### src/rtl/led_pattern_sequencer.sv
// -----------------------------------------------------------------------------
// led_pattern_sequencer
//
// Purpose:
//   Steps an LED pattern once per rising edge of a slow square wave coming
//   from the clock divider. The square wave is treated as ordinary data in the
//   clk domain. A debounced, active-low push-button cycles through four modes:
//   COUNT (binary up-count), WALK (rotating single LED), BOUNCE (single LED
//   travelling end to end) and BLINK (all on / all off).
//
// Ports:
//   clk          in   system clock, the only clock of the block
//   rst_n        in   synchronous active-low reset, sampled on posedge clk
//   tick_in      in   divided square wave, level signal in the clk domain
//   mode_btn     in   raw push-button, active-low, asynchronous to clk
//   led          out  LED_COUNT-bit LED drive, inverted when LED_ACTIVE_LOW=1
//   mode         out  current mode: 0 COUNT, 1 WALK, 2 BOUNCE, 3 BLINK
//   step_strobe  out  one-cycle pulse on every pattern advance
// -----------------------------------------------------------------------------
module led_pattern_sequencer #(
    parameter int LED_COUNT       = 6,
    parameter int DEBOUNCE_CYCLES = 270000,
    parameter bit LED_ACTIVE_LOW  = 1'b1
) (
    input  logic                 clk,
    input  logic                 rst_n,
    input  logic                 tick_in,
    input  logic                 mode_btn,
    output logic [LED_COUNT-1:0] led,
    output logic [1:0]           mode,
    output logic                 step_strobe
);

    localparam int W     = LED_COUNT;
    localparam int CNT_W = (DEBOUNCE_CYCLES > 1) ? $clog2(DEBOUNCE_CYCLES) : 1;

    localparam logic [CNT_W-1:0] CNT_ZERO = {CNT_W{1'b0}};
    localparam logic [CNT_W-1:0] CNT_ONE  = CNT_W'(32'd1);
    localparam logic [CNT_W-1:0] CNT_LAST = CNT_W'(DEBOUNCE_CYCLES - 1);

    localparam logic [W-1:0] PAT_ZERO = {W{1'b0}};
    localparam logic [W-1:0] PAT_ONE  = {{(W-1){1'b0}}, 1'b1};

    localparam logic [1:0] MODE_COUNT  = 2'd0;
    localparam logic [1:0] MODE_WALK   = 2'd1;
    localparam logic [1:0] MODE_BOUNCE = 2'd2;
    localparam logic [1:0] MODE_BLINK  = 2'd3;

    localparam logic DIR_UP   = 1'b0;
    localparam logic DIR_DOWN = 1'b1;

    // Pattern loaded when a mode is entered.
    function automatic logic [W-1:0] mode_seed(input logic [1:0] m);
        logic [W-1:0] seed;
        case (m)
            MODE_COUNT:  seed = PAT_ZERO;
            MODE_WALK:   seed = PAT_ONE;
            MODE_BOUNCE: seed = PAT_ONE;
            MODE_BLINK:  seed = PAT_ZERO;
            default:     seed = PAT_ZERO;
        endcase
        return seed;
    endfunction

    // State registers
    logic             r_tick_q;
    logic             r_btn_meta;
    logic             r_btn_sync;
    logic             r_btn_stable;
    logic [CNT_W-1:0] r_db_cnt;
    logic [1:0]       r_mode;
    logic [W-1:0]     r_pattern;
    logic             r_dir;
    logic             r_step_strobe;

    // Next-state values and decode
    logic             w_tick_rise;
    logic             w_btn_differs;
    logic             w_db_done;
    logic             w_press;
    logic             w_btn_stable_nxt;
    logic [CNT_W-1:0] w_db_cnt_nxt;
    logic [W-1:0]     w_step_pattern;
    logic             w_step_dir;
    logic [1:0]       w_mode_nxt;
    logic [W-1:0]     w_pattern_nxt;
    logic             w_dir_nxt;
    logic             w_step_strobe_nxt;

    // State register: all flops, synchronous active-low reset.
    always_ff @(posedge clk) begin
        if (!rst_n) begin
            // Capture the current tick level so a wave already high at release
            // is not mistaken for a rising edge.
            r_tick_q      <= tick_in;
            r_btn_meta    <= 1'b1;
            r_btn_sync    <= 1'b1;
            r_btn_stable  <= 1'b1;
            r_db_cnt      <= CNT_ZERO;
            r_mode        <= MODE_COUNT;
            r_pattern     <= PAT_ZERO;
            r_dir         <= DIR_UP;
            r_step_strobe <= 1'b0;
        end else begin
            r_tick_q      <= tick_in;
            r_btn_meta    <= mode_btn;
            r_btn_sync    <= r_btn_meta;
            r_btn_stable  <= w_btn_stable_nxt;
            r_db_cnt      <= w_db_cnt_nxt;
            r_mode        <= w_mode_nxt;
            r_pattern     <= w_pattern_nxt;
            r_dir         <= w_dir_nxt;
            r_step_strobe <= w_step_strobe_nxt;
        end
    end

    // Next-state logic: tick edge detect, debounce, per-mode step, mode change.
    always_comb begin
        w_tick_rise   = tick_in & ~r_tick_q;
        w_btn_differs = (r_btn_sync != r_btn_stable);
        w_db_done     = w_btn_differs && (r_db_cnt == CNT_LAST);
        // Only the 1->0 transition of the accepted level is a press.
        w_press       = w_db_done && r_btn_stable;

        // Debounce counter runs only while the synchronised level disagrees.
        w_btn_stable_nxt = r_btn_stable;
        w_db_cnt_nxt     = CNT_ZERO;
        if (w_db_done) begin
            w_btn_stable_nxt = r_btn_sync;
            w_db_cnt_nxt     = CNT_ZERO;
        end else if (w_btn_differs) begin
            w_db_cnt_nxt     = r_db_cnt + CNT_ONE;
        end else begin
            w_db_cnt_nxt     = CNT_ZERO;
        end

        // Candidate pattern for a step in the current mode.
        w_step_pattern = r_pattern;
        w_step_dir     = r_dir;
        case (r_mode)
            MODE_COUNT: begin
                w_step_pattern = r_pattern + PAT_ONE;
            end
            MODE_WALK: begin
                w_step_pattern = {r_pattern[W-2:0], r_pattern[W-1]};
            end
            MODE_BOUNCE: begin
                // Direction flips on the same edge the lit LED reaches an end,
                // so each end LED is lit for exactly one step.
                if (r_dir == DIR_UP) begin
                    w_step_pattern = {r_pattern[W-2:0], 1'b0};
                    w_step_dir     = w_step_pattern[W-1] ? DIR_DOWN : DIR_UP;
                end else begin
                    w_step_pattern = {1'b0, r_pattern[W-1:1]};
                    w_step_dir     = w_step_pattern[0] ? DIR_UP : DIR_DOWN;
                end
            end
            MODE_BLINK: begin
                w_step_pattern = ~r_pattern;
            end
            default: begin
                w_step_pattern = r_pattern;
                w_step_dir     = r_dir;
            end
        endcase

        // A press takes priority over a simultaneous tick edge; that step is lost.
        w_mode_nxt        = r_mode;
        w_pattern_nxt     = r_pattern;
        w_dir_nxt         = r_dir;
        w_step_strobe_nxt = 1'b0;
        if (w_press) begin
            w_mode_nxt        = r_mode + 2'd1;
            w_pattern_nxt     = mode_seed(r_mode + 2'd1);
            w_dir_nxt         = DIR_UP;
            w_step_strobe_nxt = 1'b0;
        end else if (w_tick_rise) begin
            w_pattern_nxt     = w_step_pattern;
            w_dir_nxt         = w_step_dir;
            w_step_strobe_nxt = 1'b1;
        end else begin
            w_step_strobe_nxt = 1'b0;
        end
    end

    // Output logic: LED polarity applied directly to the pattern register.
    always_comb begin
        if (LED_ACTIVE_LOW) begin
            led = ~r_pattern;
        end else begin
            led = r_pattern;
        end
        mode        = r_mode;
        step_strobe = r_step_strobe;
    end

endmodule

### config.mk
export PLATFORM = sky130hd
export DESIGN_NAME = led_pattern_sequencer
export DESIGN_NICKNAME = d
export VERILOG_FILES = /design/src/rtl/led_pattern_sequencer.sv
export SDC_FILE = /design/constraint.sdc
export NUM_CORES = 1
export LEC_CHECK = 0
export ABC_CLOCK_PERIOD_IN_PS = 3900
export BUFFER_PORTS_ARGS = -buffer_cell sky130_fd_sc_hd__buf_2
export CAP_MARGIN = 25
export CORE_MARGIN = 2
export CORE_UTILIZATION = 40
export DETAILED_ROUTE_END_ITERATION = 12
export HOLD_SLACK_MARGIN = 0.06
export PLACE_DENSITY_LB_ADDON = 0.3
export SKIP_LAST_GASP = 1
export SYNTH_ARGS = -nofsm -noshare
export SYNTH_HDL_FRONTEND = slang
export SYNTH_SLANG_ARGS = --single-unit
### constraint.sdc
create_clock -name clk -period 3.9 [get_ports clk]
set_clock_uncertainty 0.15 [all_clocks]
set_input_delay 0.585 -clock clk [delete_from_list [all_inputs] [get_ports clk]]
set_output_delay 0.585 -clock clk [all_outputs]
set_load 0.005 [all_outputs]
==> results.sh <==
export IMPL_antenna_cells=0
export IMPL_synth_edff_count=0
export IMPL_reg2reg_slack_ps=1990
export IMPL_end_kind="flop"
export IMPL_worst_slack_ps=1990
export IMPL_cp_start_kind="flop"
export IMPL_tightest_slew_ps=501
export IMPL_core_um2=3970
export IMPL_num_vias=1261
export IMPL_clock_sinks=33
export IMPL_report_final_setup_viol=0
export IMPL_maxCapViolCount=0
export IMPL_peakVddDrop_mv=0.205
export IMPL_power_density_nw_per_um2=340
export IMPL_p_clk_share_pct=42.2
export IMPL_grtUsageTotal_pct=15.0
export IMPL_combinationalPowerShare_pct=2.6
export IMPL_arrival_ps=1920
export IMPL_worstSkewPairLatency_ps=290
export IMPL_worst_path_max_fanout=6
export IMPL_status="finished clean"
export IMPL_min_period_ps=1910
export IMPL_routed_wl_um=2870
export IMPL_dp_slack_ps=2020
export IMPL_hold_buffers=0
export IMPL_fin_crit_sh_pct=48.9
export IMPL_cts_tree="yes"
export IMPL_cts_root_buf="clkbuf_8"
export IMPL_globalplace_congestion=0.744
export IMPL_htree_levels=2
export IMPL_syn_area_per_cell_um2=8.83
export IMPL_firstDrtPassIters=4
export IMPL_yosysWarnings=0
export IMPL_power_leakage_nw=0.630
export IMPL_grt_pass1_wl_um=5150
export IMPL_max_slew_margin_pct=66.6
export IMPL_detail_route_antenna_nets=0
export IMPL_mappedNetlistNets=195
export IMPL_final_nets=211
export IMPL_ys_flop_type="dfxtp_1"
export IMPL_syn_to_final_growth_pct=11.9
export IMPL_die_x_um=67.9
export IMPL_drive_gt1_share_pct=14.9
export IMPL_netlist_area_um2=1630
export IMPL_antenna_found_initial=0
export IMPL_wl_per_cell_um=11.4
export IMPL_slew_viol_final=0
export IMPL_dpl_hpwl_um=2050
export IMPL_synth_seq_area_share_pct=40.4
export IMPL_seq_power_share_pct=55.2
export IMPL_port_buffers=12
export IMPL_ios=13
export IMPL_viasPerCell=5.02
export IMPL_worstPathRequired_ps=3920
export IMPL_clk_pin_slew_ps=70
export IMPL_min_path_type="reg -> reg"
export IMPL_synth_async_reset_ratio_pct=0
export IMPL_drc=0
export IMPL_num_rows=23
export IMPL_hold_ws_ps=260
export IMPL_die_h_um=67.9
export IMPL_first_iter_violations=92
export IMPL_fin_setup_tns_ps=0
export IMPL_die_area_um2=4610
export IMPL_grt_overflow_total=0
export IMPL_post_cts_setup_buffers=0
export IMPL_grt_max_degree=20
export IMPL_p_sw_share_pct=21.9
export IMPL_internal_power_w=0.000486
export IMPL_rsz0062_at_grt="false"
export IMPL_max_freq_mhz=525
export IMPL_grt_pass1_vias=1138
export IMPL_netlist_instances=185
export IMPL_ys_ff_latch=33
export IMPL_cts_resized=0
export IMPL_switching_power_w=0.000136
export IMPL_finalHoldViolCount=0
export IMPL_cts_buffer_depth=2
export IMPL_start_util_pct=41.1
export IMPL_cts_buffers_inserted=5
export IMPL_worstSetupPathType="reg -> reg"
export IMPL_yosysUniqueCellTypes=36
==> registers in the layout, summed over array words and instances, names as in the netlist <==
register,flops
r_db_cnt,19
r_pattern,6
mode,2
r_btn_meta,1
r_btn_stable,1
r_btn_sync,1
r_dir,1
r_tick_q,1
step_strobe,1
==> cells in the final DEF (no fill, tap or decap), types with 3 or more instances in the layout <==
cell and count:
a21oi_1 10, a221oi_1 4, and2_1 4, buf_2 12, clkbuf_8 6, dfxtp_1 33
ha_1 6, inv_1 11, mux2i_1 3, nand2_1 6, nand2b_1 5, nand3_1 16
nand4_1 7, nor2_1 27, nor3_1 5, o21ai_0 5, xnor2_1 6, xor2_1 14
==> stage by stage <==
stage          cells  area, um2  power, W  utilization [%]
3_5_place_dp     244       1740  0.000368             43.8
6_report         251       1830  0.000622             46.0
5_1_grt          251       1830  0.000651             46.0
4_1_cts          251       1830  0.000633             46.0
2_1_floorplan    185       1630  0.000361                -
3_3_place_gp     244       1740  0.000368             43.8
==> logic make-up (layout without fill, tap and decap cells) <==
family | after synthesis | after routing | share of synthesized area [%]
xor gates and xnor gates | 20 | 20 | 10.7
AOI/OAI and AO/OA | 23 | 23 | 8.65
muxes | 3 | 3 | 1.84
and+or+nand+nor | 86 | 86 | 30.1
DFF | 33 | 33 | 40.4
adders and majority gates | 6 | 6 | 4.59
buffers and inverters | 14 | 30 | 3.68
==> power groups by stage <==
stage                     sequential, W  clock [W]  combinational (W)
after floorplan                0.000350          0          0.0000110
after global placement         0.000351          0          0.0000166
after detailed placement       0.000351          0          0.0000166
after CTS                      0.000343   0.000273          0.0000167
after global routing           0.000344   0.000288          0.0000193
final                          0.000343   0.000263          0.0000165
==> cells in the mapped netlist, drive strengths merged (4+ instances only) <==
cell / count / area, um2
dfxtp: 33 / 661
nor2: 28 / 113
nand3: 17 / 90.1
xor2: 14 / 123
inv: 11 / 41.3
a21oi: 10 / 50.1
nand2: 8 / 35.0
nand4: 7 / 43.8
nor3: 7 / 51.3
ha: 6 / 75.1
xnor2: 6 / 52.6
nand2b: 5 / 31.3
o21ai: 5 / 25.0
a221oi: 4 / 35.0
and2: 4 / 25.0
==> worst max-delay path, stage by stage (launching register included) <==
cell and delay [ps]:
dfxtp_1 460, inv_1 100, ha_1 270, and2_1 220, a221oi_1 250, o21ai_0 130, a21oi_1 160, nor3_1 50
==> per-layer routing <==
layer | track usage, % | vias to the layer above | routed length [um]
li1 | - | 674 | -
met1 | 18.6 | 566 | 1460
met2 | 23.3 | 19 | 1260
met3 | 5.92 | 2 | 121
met4 | 6.00 | 0 | 26
met5 | 0 | - | 0
==> area by class of cell <==
type / count / area (um2)
fillers: 408 / 2140
repair buffers: 12 / 60.1
inverters: 11 / 41.3
multi-input cells: 138 / 913
clock inverters: 1 / 7.51
clock buffers: 6 / 82.6
well taps: 50 / 62.6
flip-flops and latches: 33 / 661
==> final timing paths <==
kind | startpoint | endpoint | cells past startpoint
max reg2reg | mode[0]$_SDFFE_PN0P_ | r_pattern[4]$_SDFFE_PN0P_ | 7
max | mode[0]$_SDFFE_PN0P_ | r_pattern[4]$_SDFFE_PN0P_ | 7
min reg2reg | r_btn_meta$_SDFF_PN1_ | r_btn_sync$_SDFF_PN1_ | 1
min | r_btn_meta$_SDFF_PN1_ | r_btn_sync$_SDFF_PN1_ | 1
No activity file was read; power rests on OpenSTA's default activity.
